$ cat src/rtl/serial_subtractor_pkg.sv
// Shared types and helpers for the bit-serial subtractor.
// Holds the sequencer state encoding and the counter-width rule.
package serial_subtractor_pkg;

  typedef enum logic {
    IDLE = 1'b0,
    RUN  = 1'b1
  } state_t;

  // Bit counter only needs to reach W-1, so $clog2(W) bits suffice (W >= 2).
  function automatic int cnt_width(input int w);
    return (w < 2) ? 1 : $clog2(w);
  endfunction

endpackage

$ cat src/rtl/serial_subtractor_full_subtractor.sv
// One-bit full subtractor cell: d = a - b - bin, bout = borrow out.
module full_subtractor (
  input  logic a,
  input  logic b,
  input  logic bin,
  output logic d,
  output logic bout
);

  assign d    = a ^ b ^ bin;
  assign bout = (~a & b) | (~a & bin) | (b & bin);

endmodule

$ cat src/rtl/serial_subtractor.sv
// Bit-serial LSB-first subtractor computing a - b - bin over W clocks.
// Handshake: start is sampled only while idle; busy spans the W processing
// cycles; done pulses for one cycle when diff/borrow update.
module serial_subtractor
  import serial_subtractor_pkg::*;
#(
  parameter int W = 4
) (
  input  logic         clk,
  input  logic         rst,
  input  logic         start,
  input  logic [W-1:0] a,
  input  logic [W-1:0] b,
  input  logic         bin,
  output logic         busy,
  output logic         done,
  output logic [W-1:0] diff,
  output logic         borrow
);

  localparam int CW = cnt_width(W);

  state_t          state;
  state_t          next_state;
  logic [W-1:0]    a_sh;
  logic [W-1:0]    b_sh;
  logic [W-2:0]    d_sh;
  logic [W-1:0]    d_next;
  logic            brw;
  logic [CW-1:0]   cnt;
  logic            d_bit;
  logic            bout_bit;
  logic            last;

  full_subtractor u_fs (
    .a    (a_sh[0]),
    .b    (b_sh[0]),
    .bin  (brw),
    .d    (d_bit),
    .bout (bout_bit)
  );

  assign last   = (cnt == CW'(W - 1));
  // New difference bit enters at the MSB; after W shifts bit 0 sits at the LSB.
  assign d_next = {d_bit, d_sh};

  always_comb begin
    next_state = state;
    case (state)
      IDLE:    if (start) next_state = RUN;
      RUN:     if (last)  next_state = IDLE;
      default: next_state = IDLE;
    endcase
  end

  always_ff @(posedge clk or posedge rst) begin
    if (rst) state <= IDLE;
    else     state <= next_state;
  end

  always_ff @(posedge clk or posedge rst) begin
    if (rst) begin
      a_sh   <= '0;
      b_sh   <= '0;
      d_sh   <= '0;
      brw    <= 1'b0;
      cnt    <= '0;
      busy   <= 1'b0;
      done   <= 1'b0;
      diff   <= '0;
      borrow <= 1'b0;
    end else begin
      done <= 1'b0;
      case (state)
        IDLE: begin
          if (start) begin
            a_sh <= a;
            b_sh <= b;
            brw  <= bin;
            d_sh <= '0;
            cnt  <= '0;
            busy <= 1'b1;
          end
        end
        RUN: begin
          a_sh <= a_sh >> 1;
          b_sh <= b_sh >> 1;
          d_sh <= d_next[W-1:1];
          brw  <= bout_bit;
          if (last) begin
            // Results are only written here, so partial sums never leak out.
            cnt    <= '0;
            diff   <= d_next;
            borrow <= bout_bit;
            done   <= 1'b1;
            busy   <= 1'b0;
          end else begin
            cnt <= cnt + CW'(1);
          end
        end
        default: ;
      endcase
    end
  end

endmodule

$ cat config.mk
export PLATFORM = sky130hd
export DESIGN_NAME = serial_subtractor
export DESIGN_NICKNAME = d
export VERILOG_FILES = /design/src/rtl/serial_subtractor_pkg.sv /design/src/rtl/serial_subtractor_full_subtractor.sv /design/src/rtl/serial_subtractor.sv
export SDC_FILE = /design/constraint.sdc
export NUM_CORES = 1
export LEC_CHECK = 0
export BUFFER_PORTS_ARGS = -buffer_cell sky130_fd_sc_hd__clkbuf_2
export CORE_UTILIZATION = 53
export CTS_CLUSTER_DIAMETER = 200
export DETAILED_ROUTE_END_ITERATION = 10
export GPL_TIMING_DRIVEN = 0
export PLACE_DENSITY = 0.86
export SLEW_MARGIN = 20
export SYNTH_ARGS = -nofsm -noshare
export SYNTH_HDL_FRONTEND = slang
export SYNTH_HIERARCHICAL = 1
export SYNTH_SLANG_ARGS = --single-unit
$ cat constraint.sdc
create_clock -name clk -period 1.7 [get_ports clk]
set_input_delay 0.17 -clock clk [delete_from_list [all_inputs] [get_ports clk]]
set_output_delay 0.17 -clock clk [all_outputs]
set_load 0.01 [all_outputs]
### After elaboration in Yosys (flattened, before gate mapping)

Cells that the tools add are included.
Widths: inputs -> output; s select.

| operators by class | value |
|---|---|
| add/sub/neg operators | 1 |
| equality and inequality tests | 3 |
| multiplexer cells | 19 |
| bitwise gates (word level) | 9 |
| reduce and logical (&&, ||, !) cells | 2 |

Operators with widths:

| cell | number |
|---|---|
| $pmux 4 s2 | 2 |
| $mux 4 | 2 |
| $mux 1 | 7 |
| $pmux 1 s2 | 3 |
| $pmux 3 s2 | 1 |
| $mux 2 | 2 |
| $pmux 2 s2 | 1 |
| $reduce_and 2->1 | 2 |
| $and 1x1->1 | 3 |
| $mux 3 | 1 |
| $add 2x1->2 const B | 1 |
| $eq 2x2->1 const B | 1 |
| $ne 2x1->1 const B | 1 |
| $ne 2x2->1 const B | 1 |
| $not 1->1 | 2 |
| $or 1x1->1 | 2 |
| $xor 1x1->1 | 2 |

| storage, ports and cells | value |
|---|---|
| flip-flop bits (word level) | 22 |
| bits of input ports | 12 |
| output and inout port bits | 7 |
| logic and storage cells | 44 |

### Longest topological paths before layout

| depth | value |
|---|---|
| depth in word-level cells | 5 |
| depth in mapped cells | 5 |
| mapped depth without buffers | 5 |

### Modules after synthesis

Netlist, hierarchy kept.

Modules (own cells, without submodules):

| module | instances | cells each | area each (um^2) | seq. area each (um^2) |
|---|---|---|---|---|
| serial_subtractor | 1 | 81 | 998.5 | 550.5 |
| full_subtractor | 1 | 3 | 27.5 | 0.0 |

### Worst setup path before layout

OpenSTA, ideal clock, no wires.

| timing | value |
|---|---|
| kind | register to register |
| start point | register a_sh[0] |
| end point | register diff[3] |
| library setup time | 125 ps |
| arrival | 1182 ps |
| required time | 1575 ps |
| setup slack | 393 ps |
| stages on the path, launching flop included | 5 |
| buffers on the path | 0 |
| clock period less this slack | 1307 ps |
| cells stage by stage | dfrtp_1 > inv_1 > fa_1 > inv_1 > mux2_4 |

| between the ends | value |
|---|---|
| longest elaborated chain between the ends | 2 |

RTL lines:

| what | RTL line | RTL |
|---|---|---|
| start: declaration | serial_subtractor.sv:25 | `logic [W-1:0] a_sh;` |
| start signal: assignment | serial_subtractor.sv:86 | `a_sh <= a_sh >> 1;` |
| $xor 1x1->1 (2 in series) | serial_subtractor_full_subtractor.sv:10 | `assign d = a ^ b ^ bin;` |
| net d_bit | serial_subtractor.sv:31 | `logic d_bit;` |
| end signal: assignment | serial_subtractor.sv:93 | `diff <= d_next;` |
| end: declaration | serial_subtractor.sv:17 | `output logic [W-1:0] diff,` |

The timed path passes the listed nets, and every way through them passes these cells.
A chain may end at the register's enable or synchronous reset.

### Final worst setup path

Same ends and word-level chain as after synthesis.

==> run metrics <==
outcome finished, final reports clean; share of the clock period used by the worst path 0.804; floorplan die height 46.0 µm; CP required 1.92 ns; kind of start point of the critical path flip-flop; Slowest cell on crit path fa_1; endpoints failing setup 0; count of inserted antenna diode cells 0; cell count after placement 126; total number of H-tree levels 1; clock latency on the worst-skew pair 0.31 ns; Nets 122; clock root buffer clkbuf_4; setup repair after global routing missed its margin no; commonest non-fill, non-tap cells in the layout 22 x dfrtp_1, 17 x clkbuf_2, 12 x nand2_1; core area 0.00176 mm²; quantity of hold-fixing buffers added after cts 1; residual overflow from global routing 0; type of the worst setup path reg -> reg; total number of vias 646; final critical path time including I/O delays and setup 1.37 ns; number of buffers created by CTS 3; average via count per standard cell 4.97; Cell Pwr Density 1610 mW/mm²; Detailed Route WL 1670 µm; commonest non-fill, non-tap cell in the layout dfrtp_1; count of pins over their slew limit 0; library cells used by synthesis 18; synthesized cell area 0.00103 mm²; CP peak stage delay 0.53 ns; synthesized instance count 84; max capacitance violation total 0; worst hold slack after final layout 0.0987 ns; maximum vdd drop 0.000899 V; routing usage on met3 0.0595; global-route wire length before repair 2630 µm; TritonCTS clock tree done; setup clock skew after layout 0.00596 ns; drt drc 0; Seq cells post-synth 22; number of primary I/O pins 19; grt peak-use layer met2; setup repair bufs after CTS 0; iteration count of the initial detailed-routing pass 4; synthesis-to-layout area growth 14.5%; Worst Setup End Kind flip-flop; largest fanout on the critical path 2; hold violation total from the final report 0; last weighted congestion value of the routability-driven placer 0.705; data arrival time at the worst-slack endpoint 1.58 ns; leakage power 0.000625 µW; number of antenna violations at the first check in global routing 0; cell-by-cell trace of the critical path inv_1 > fa_1 > inv_1 > mux2_4; die footprint 0.00212 mm²; row cnt 15; via count of the first global-routing pass 617; sink count of the clock tree 22; starting density of the core 0.582; normalized max-slew margin 0.473; Post-Layout Cell Count 130; met2 Resource Use GR 0.301; Iteration-0 DRC Markers 20; met1 GRT Util 0.224; Hold WC Path Type in -> reg; peak clock frequency supported by timing 731 MHz; number of buffers on the longest clock path 2; actual slew at the worst max-slew pin 0.789 ns; number of resized instances in the post-cts repair step 0; Detailed Place HPWL 1180 µm; count of yosys warnings during synthesis 6; syn_nets 99; die boundary width 46.0 µm; maximum number of pins on one net before global-route repair 23; overall global routing resource usage 0.189; final routed wire length divided by cell count 12.8 µm; total power 1890 µW; clock-pin slew reported for the worst setup and hold paths after clock tree synthesis 0.12 ns; fraction of layout instances using a drive strength above 1 0.305; most frequent CP cell inv_1; number of nets with antenna violations after routing 0; mean instance size in the synthesized netlist 12.2 µm²; number of buffers inserted by port buffering 17; Post-Route Setup TNS 0 ns; portion of the post-synthesis area used by sequential elements 0.537
cell type report:
| class | instances | area (µm²) |
|---|---|---|
| buffer | 5 | 65.1 |
| clock buffer | 3 | 22.5 |
| fill | 160 | 589 |
| inverter | 5 | 18.8 |
| multi-input combinational | 52 | 392 |
| sequential | 22 | 551 |
| tap | 25 | 31.3 |
| timing repair buffer | 18 | 95.1 |
path summary, 6_finish.rpt:
kind                                      from             endpoint  slack (ns)  depth (start not counted)
max                        a_sh[0]$_DFFE_PP0P_  diff[3]$_DFFE_PP0P_        0.33                          4
min                                       b[3]  b_sh[3]$_DFFE_PP0P_         0.1                          3
max reg2reg                a_sh[0]$_DFFE_PP0P_  diff[3]$_DFFE_PP0P_        0.33                          4
min reg2reg                a_sh[2]$_DFFE_PP0P_  a_sh[1]$_DFFE_PP0P_        0.50                          2
max in group asynchronous                  rst  diff[2]$_DFFE_PP0P_        0.69                          3
min in group asynchronous                  rst   borrow$_DFFE_PP0P_        0.52                          3
logic make-up after synthesis:
kind of cell               count (synthesis)  synth area share
adders and majority gates                  3            0.0439
DFF                                       22             0.537
and+or+nand+nor                           21             0.102
AOI/OAI and AO/OA                         14            0.0744
buffers and inverters                     10            0.0817
muxes                                     14             0.161
sequential cells by signal, summed over array words and instances (netlist names):
register	flops
a_sh	4
b_sh	4
borrow	1
brw	1
busy	1
cnt	2
d_sh	3
diff	4
done	1
state	1
critical path: cells and delay by family (launching register included):
family | cells | cell delay [ns]
flip-flops | 1 | 0.37
buffers and inverters | 2 | 0.11
multiplexers | 1 | 0.26
adder cells (fa/ha/maj) | 1 | 0.53
Yosys cell counts:
library cell   n  area (µm²)
buf_12         1        20.0
mux2i_1        9        90.1
a22o_1         1        8.76
nand2_1       12        45.0
nand2b_1       4        25.0
nand2_4        1        11.3
ha_1           2        25.0
o21ai_0        9        45.0
inv_1          5        18.8
dfrtp_1       22         551
nor2_1         3        11.3
mux2_4         5        75.1
buf_6          4        45.0
a21o_1         1        7.51
fa_1           1        20.0
a21oi_1        1        5.00
nor3b_2        1        12.5
o21ai_1        2        10.0
stage by stage:
step | utilization | cell area (µm²) | setup WS (ns)
detailed placement | 0.648 | 1140 | 0.345
finish | 0.666 | 1170 | 0.332
global route | 0.666 | 1170 | 0.290
CTS | 0.666 | 1170 | 0.327
global placement | 0.648 | 1140 | 0.350
floorplan | - | 1030 | 0.393
report_power, final:
part	internal (µW)	switching [µW]	total, µW	leakage (µW)
Sequential	742	143	885	0.000278
Combinational	409	357	766	0.000332
Clock	83.1	157	240	0.0000138
Total	1230	656	1890	0.000625
per-layer routing:
metal,up-vias,share of wire
li1,320,-
met1,308,0.44
met2,13,0.50
met3,5,0.029
met4,0,0.025
met5,-,0
No activity file was read; power rests on OpenSTA's default activity.
